$ cat src/rtl/mac_window_pkg.sv
// Shared types and range-limit helpers for the sliding-window multiply-add pipe.
package mac_window_pkg;

    typedef enum logic {
        MODE_ADD = 1'b0,
        MODE_SUB = 1'b1
    } mode_e;

    localparam logic [1:0] RUN_FULL = 2'd2;

    // Wide enough for the full-precision result of any DW up to 64.
    localparam int unsigned MAX_W = 130;

    function automatic logic signed [MAX_W-1:0] range_max(input int unsigned ow, input bit is_signed);
        logic signed [MAX_W-1:0] one;
        one = 1;
        if (is_signed)
            return (one <<< (ow - 1)) - one;
        else
            return (one <<< ow) - one;
    endfunction

    function automatic logic signed [MAX_W-1:0] range_min(input int unsigned ow, input bit is_signed);
        logic signed [MAX_W-1:0] one;
        one = 1;
        if (is_signed)
            return -(one <<< (ow - 1));
        else
            return '0;
    endfunction

endpackage

$ cat src/rtl/mac_window_arith.sv
// Combinational a*b +/- c with range check and saturate-or-wrap to OW bits.
module mac_window_arith
    import mac_window_pkg::*;
#(
    parameter int DW     = 32,
    parameter int OW     = 32,
    parameter int SIGNED = 0,
    parameter int SAT    = 0
) (
    input  logic [DW-1:0] a,
    input  logic [DW-1:0] b,
    input  logic [DW-1:0] c,
    input  logic          mode,
    output logic [OW-1:0] result,
    output logic          ovf
);

    // One bit beyond 2*DW+1 so an unsigned difference below zero stays representable.
    localparam int RW = 2 * DW + 2;

    localparam logic signed [MAX_W-1:0] LIM_MAX = range_max(OW, SIGNED != 0);
    localparam logic signed [MAX_W-1:0] LIM_MIN = range_min(OW, SIGNED != 0);

    logic signed [RW-1:0]    a_x;
    logic signed [RW-1:0]    b_x;
    logic signed [RW-1:0]    c_x;
    logic signed [RW-1:0]    prod;
    logic signed [RW-1:0]    sum;
    logic signed [MAX_W-1:0] r_ext;
    logic                    over;
    logic                    under;

    always_comb begin
        if (SIGNED != 0) begin
            a_x = RW'(signed'(a));
            b_x = RW'(signed'(b));
            c_x = RW'(signed'(c));
        end else begin
            a_x = RW'(a);
            b_x = RW'(b);
            c_x = RW'(c);
        end
        prod = a_x * b_x;
        if (mode_e'(mode) == MODE_SUB)
            sum = prod - c_x;
        else
            sum = prod + c_x;
        r_ext = MAX_W'(sum);
        over  = (r_ext > LIM_MAX);
        under = (r_ext < LIM_MIN);
        ovf   = over | under;
        if (SAT != 0 && over)
            result = LIM_MAX[OW-1:0];
        else if (SAT != 0 && under)
            result = LIM_MIN[OW-1:0];
        else
            result = sum[OW-1:0];
    end

endmodule

$ cat src/rtl/mac_window_pipe.sv
// Streaming data_out = s[t-2]*s[t-1] +/- s[t] over runs of consecutive valid samples.
module mac_window_pipe
    import mac_window_pkg::*;
#(
    parameter int DW     = 32,
    parameter int OW     = 32,
    parameter int SIGNED = 0,
    parameter int SAT    = 0
) (
    input  logic          clk,
    input  logic          rst,
    input  logic          validi,
    input  logic [DW-1:0] data_in,
    input  logic          mode,
    input  logic          flush,
    output logic          valido,
    output logic [OW-1:0] data_out,
    output logic          ovf,
    output logic [1:0]    run_cnt
);

    logic [DW-1:0] s1;
    logic [DW-1:0] s2;
    logic [OW-1:0] res_n;
    logic          ovf_n;

    mac_window_arith #(
        .DW     (DW),
        .OW     (OW),
        .SIGNED (SIGNED),
        .SAT    (SAT)
    ) u_arith (
        .a      (s2),
        .b      (s1),
        .c      (data_in),
        .mode   (mode),
        .result (res_n),
        .ovf    (ovf_n)
    );

    always_ff @(posedge clk) begin
        if (!rst) begin
            s1       <= '0;
            s2       <= '0;
            run_cnt  <= '0;
            valido   <= 1'b0;
            ovf      <= 1'b0;
            data_out <= '0;
        end else begin
            valido <= 1'b0;
            if (validi) begin
                s2 <= s1;
                s1 <= data_in;
                // A flushed sample starts a new run rather than completing the old one.
                if (flush) begin
                    run_cnt <= 2'd1;
                end else if (run_cnt == RUN_FULL) begin
                    valido   <= 1'b1;
                    data_out <= res_n;
                    ovf      <= ovf_n;
                end else begin
                    run_cnt <= run_cnt + 2'd1;
                end
            end else begin
                run_cnt <= '0;
            end
        end
    end

endmodule

$ cat config.mk
export PLATFORM = sky130hd
export DESIGN_NAME = mac_window_pipe
export DESIGN_NICKNAME = d
export VERILOG_FILES = /design/src/rtl/mac_window_pkg.sv /design/src/rtl/mac_window_arith.sv /design/src/rtl/mac_window_pipe.sv
export SDC_FILE = /design/constraint.sdc
export NUM_CORES = 2
export LEC_CHECK = 0
export CAP_MARGIN = 20
export CORE_MARGIN = 8
export CORE_UTILIZATION = 40
export DETAILED_ROUTE_END_ITERATION = 8
export PLACE_DENSITY_LB_ADDON = 0.3
export SYNTH_ARGS = -nofsm -noshare
export SYNTH_HDL_FRONTEND = slang
export SYNTH_HIERARCHICAL = 1
export SYNTH_SLANG_ARGS = --single-unit
$ cat constraint.sdc
create_clock -name clk -period 10.13 [get_ports clk]
set_input_delay 2.026 -clock clk [delete_from_list [all_inputs] [get_ports clk]]
set_output_delay 2.026 -clock clk [all_outputs]
set_load 0.02 [all_outputs]
==> impl_metrics.yaml <==
run_status:
  status: "completed"
timing:
  final-setup-viol-count: 0
  layout_min_cycle_time_ns: 9.825
  fin_worst_skew_ns: 0.01806
  setup_tns_ns: 0
  fin_ws_ns: 0.3054
  worst_slew_pin_slew_ns: 1.056
  hold_violations: 0
  maxSlewViolCount: 0
  period_share_pct: 96.99
  timing.fmax_mhz: 101.8
  slew_headroom_pct: 29.62
cells_and_area:
  nFillCells: 10370
  syn_to_final_growth_pct: 12.83
  finalCoreUtilization_pct: 45.49
  antenna_cells: 0
  drive_gt1_share_pct: 10.72
  finalNetCount: 6389
  stdcell_count: 6521
placed_design:
  place_ws_ns: -0.3684
  dp.cells: 6499
  port-buffer-count: 72
  gp_congestion: 0.9435
  dpl.hpwl_um: 108500
routing:
  vias_per_cell: 5.282
  vias: 34450
  drc: 0
  dr.pass1.iters: 7
  drtIter0Drc: 2640
  drt-total-wl_um: 130800
  routedWlPerCell_um: 20.06
  ant_nets: 0
worst_setup_path:
  path_max_fanout: 5
  crit_path_frequent_cell: "fa_1"
  r2r_end: "ovf$_SDFFE_PN0P_"
  r2r_slack_ns: 0.31
  worstPathArrival_ns: 10.09
  r2r_start: "s2[16]$_SDFFE_PN0P_"
  crit_slowest_cell: "fa_1"
  endpoint_kind: "register"
  cpPeakStageDelay_ns: 0.59
  startpoint: "s2[16]$_SDFFE_PN0P_"
  start_kind: "register"
  required_ns: 10.40
  reg2reg_depth: 36
  critical_path_class: "register to register"
grt:
  antenna_found_initial: 3
  grt_util_met3_pct: 4.058
  grt_overflow: 0
  grt_use_met1_pct: 31.40
  grt_util_met2_pct: 35.98
  grt_first_pass_wirelength_um: 208600
  grt_pass1_vias: 36160
  busiest_layer: "met2"
  grt_max_degree: 94
  grt_usage_pct: 22.46
power_and_ir_drop:
  peakVddDrop_uv: 99.29
  leakage_nw: 23.43
  power.total_mw: 2.702
  cellPowerDensity_nw_per_um2: 56.36
floorplan:
  start_util_pct: 40.32
  die_area_um2: 116900
  core-area_um2: 105400
  die_y_um: 342.0
  ios: 73
  rows: 119
  dieWidth_um: 342.0
logic_synthesis:
  post-synth-top-count-cell: "inv_1"
  ys_async_sr_fraction_pct: 0
  synth_area_leaders: "fa_1 42%, ha_1 9.7%, inv_1 8.3%, and2_1 7.3%, nand2_1 6.5%"
  synth_cell_types: 90
  ys_ff_latch: 100
  yosys.area.top_type: "fa_1"
  synth_commonest_cells: "943 x inv_1, 898 x fa_1, 734 x nand2_1"
  synth_ff_type: "dfxtp_1"
  synth_edf_count: 0
  synth_top_area_share_pct: 42.30
  avgSynthCellArea_um2: 8.563
  ys_seq_area_share_pct: 4.710
  syn_nets: 6227
  synth_cells: 4963
  syn_area_um2: 42500
  yosysWarnings: 6
clock_tree:
  clk_latency_ns: 0.41
  clock_path_buffers: 2
  cts_tree: "done"
  path_clk_slew_ns: 0.10
  cts_sinks: 100
  clock_tree.root_cell: "clkbuf_16"
  numCtsBuffers: 9
  htreeDepth: 3
hold_path:
  hold_depth: 2
  whs_endpoint: "data_out[5]$_SDFFE_PN0P_"
  hp-class: "register to register"
  hp-start: "data_out[5]$_SDFFE_PN0P_"
run:
  cap_violations: 0
## cells by family (layout without fill, tap and decap cells)
logic type | after synthesis | after routing | share of synthesized area [%]
xor+xnor | 95 | 95 | 1.975
compound gates | 498 | 498 | 7.554
simple gates | 1704 | 1704 | 20.08
fa+ha+maj | 1227 | 1227 | 51.99
flops | 100 | 100 | 4.710
mux | 109 | 109 | 2.576
buf+inv | 1230 | 1397 | 11.12
## how the worst max path moves through the flow
stage	end	slack, ns
detailed placement	ovf$_SDFFE_PN0P_	-0.37
global route	ovf$_SDFFE_PN0P_	-0.08
finish	ovf$_SDFFE_PN0P_	0.31
CTS	ovf$_SDFFE_PN0P_	0.007
global placement	ovf$_SDFFE_PN0P_	-0.40
floorplan	ovf$_SDFFE_PN0P_	0.45
## final cells by class
| type | count | area, um^2 | share of cell area (%) |
|---|---|---|---|
| clock buffer | 9 | 225.2 | 0.4697 |
| clock inverter | 7 | 93.84 | 0.1957 |
| inverter | 943 | 3540 | 7.382 |
| multi-input combinational | 3633 | 36430 | 75.97 |
| sequential | 100 | 2033 | 4.240 |
| tap | 1391 | 1740 | 3.630 |
| timing repair buffer | 438 | 3890 | 8.112 |
## where the power goes
| part | internal, mW | switching (mW) | total, mW |
|---|---|---|---|
| Clock | 0.200 | 0.220 | 0.419 |
| Combinational | 0.752 | 1.10 | 1.85 |
| Sequential | 0.406 | 0.0253 | 0.432 |
| Total | 1.36 | 1.34 | 2.70 |
## critical path, delay by kind of cell (launching register included)
kind	cells	cell delay (ns)
mux	1	0.07
compound gates	5	0.99
simple gates	12	2.57
xor+xnor	1	0.22
fa+ha+maj	10	4.66
flops	1	0.37
buf+inv	7	0.81
## layout by cell type (no fill, tap or decap), drive strengths merged, types with 24 or more instances in the layout
master         synthesis  routed
clkdlybuf4s50          0      69
fa                   898     898
xor2                  31      31
nand2                734     734
a21o                  27      27
o21ai                108     108
nor2b                 84      84
ha                   329     329
nor3                  48      48
mux2i                106     106
o21bai                24      24
nand3                 54      54
dfxtp                100     100
nand4                 42      42
a21oi                169     169
buf                   46     369
and2                 496     496
nor2                 128     128
inv                  943     946
xnor2                 64      64
## state kept, by name, indices dropped and copies added, names as in the netlist
register / count
data_out: 32
ovf: 1
run_cnt: 2
s1: 32
s2: 32
valido: 1
## repair_timing
item,in CTS,in global routing
pin swaps,0,19
buffers inserted,0,6
gates resized for setup,21,164
endpoints found under the setup margin,1,1
hold buffers,0,0
## metrics by stage
step / cell area, um^2 / hold WS, ns
global route: 47950 / 0.4751
finish: 47950 / 0.4585
global placement: 46830 / 0.4445
detailed placement: 46830 / 0.4492
floorplan: 42500 / 0.5314
CTS: 47230 / 0.4614
## routing by layer
| layer | part of all wire (%) | vias to the layer above |
|---|---|---|
| met5 | 0.019 | - |
| met4 | 2.7 | 4 |
| met3 | 6.8 | 179 |
| met2 | 46 | 1105 |
| met1 | 45 | 17660 |
| li1 | - | 15500 |
Note: power is estimated with default switching activity, not from simulation.
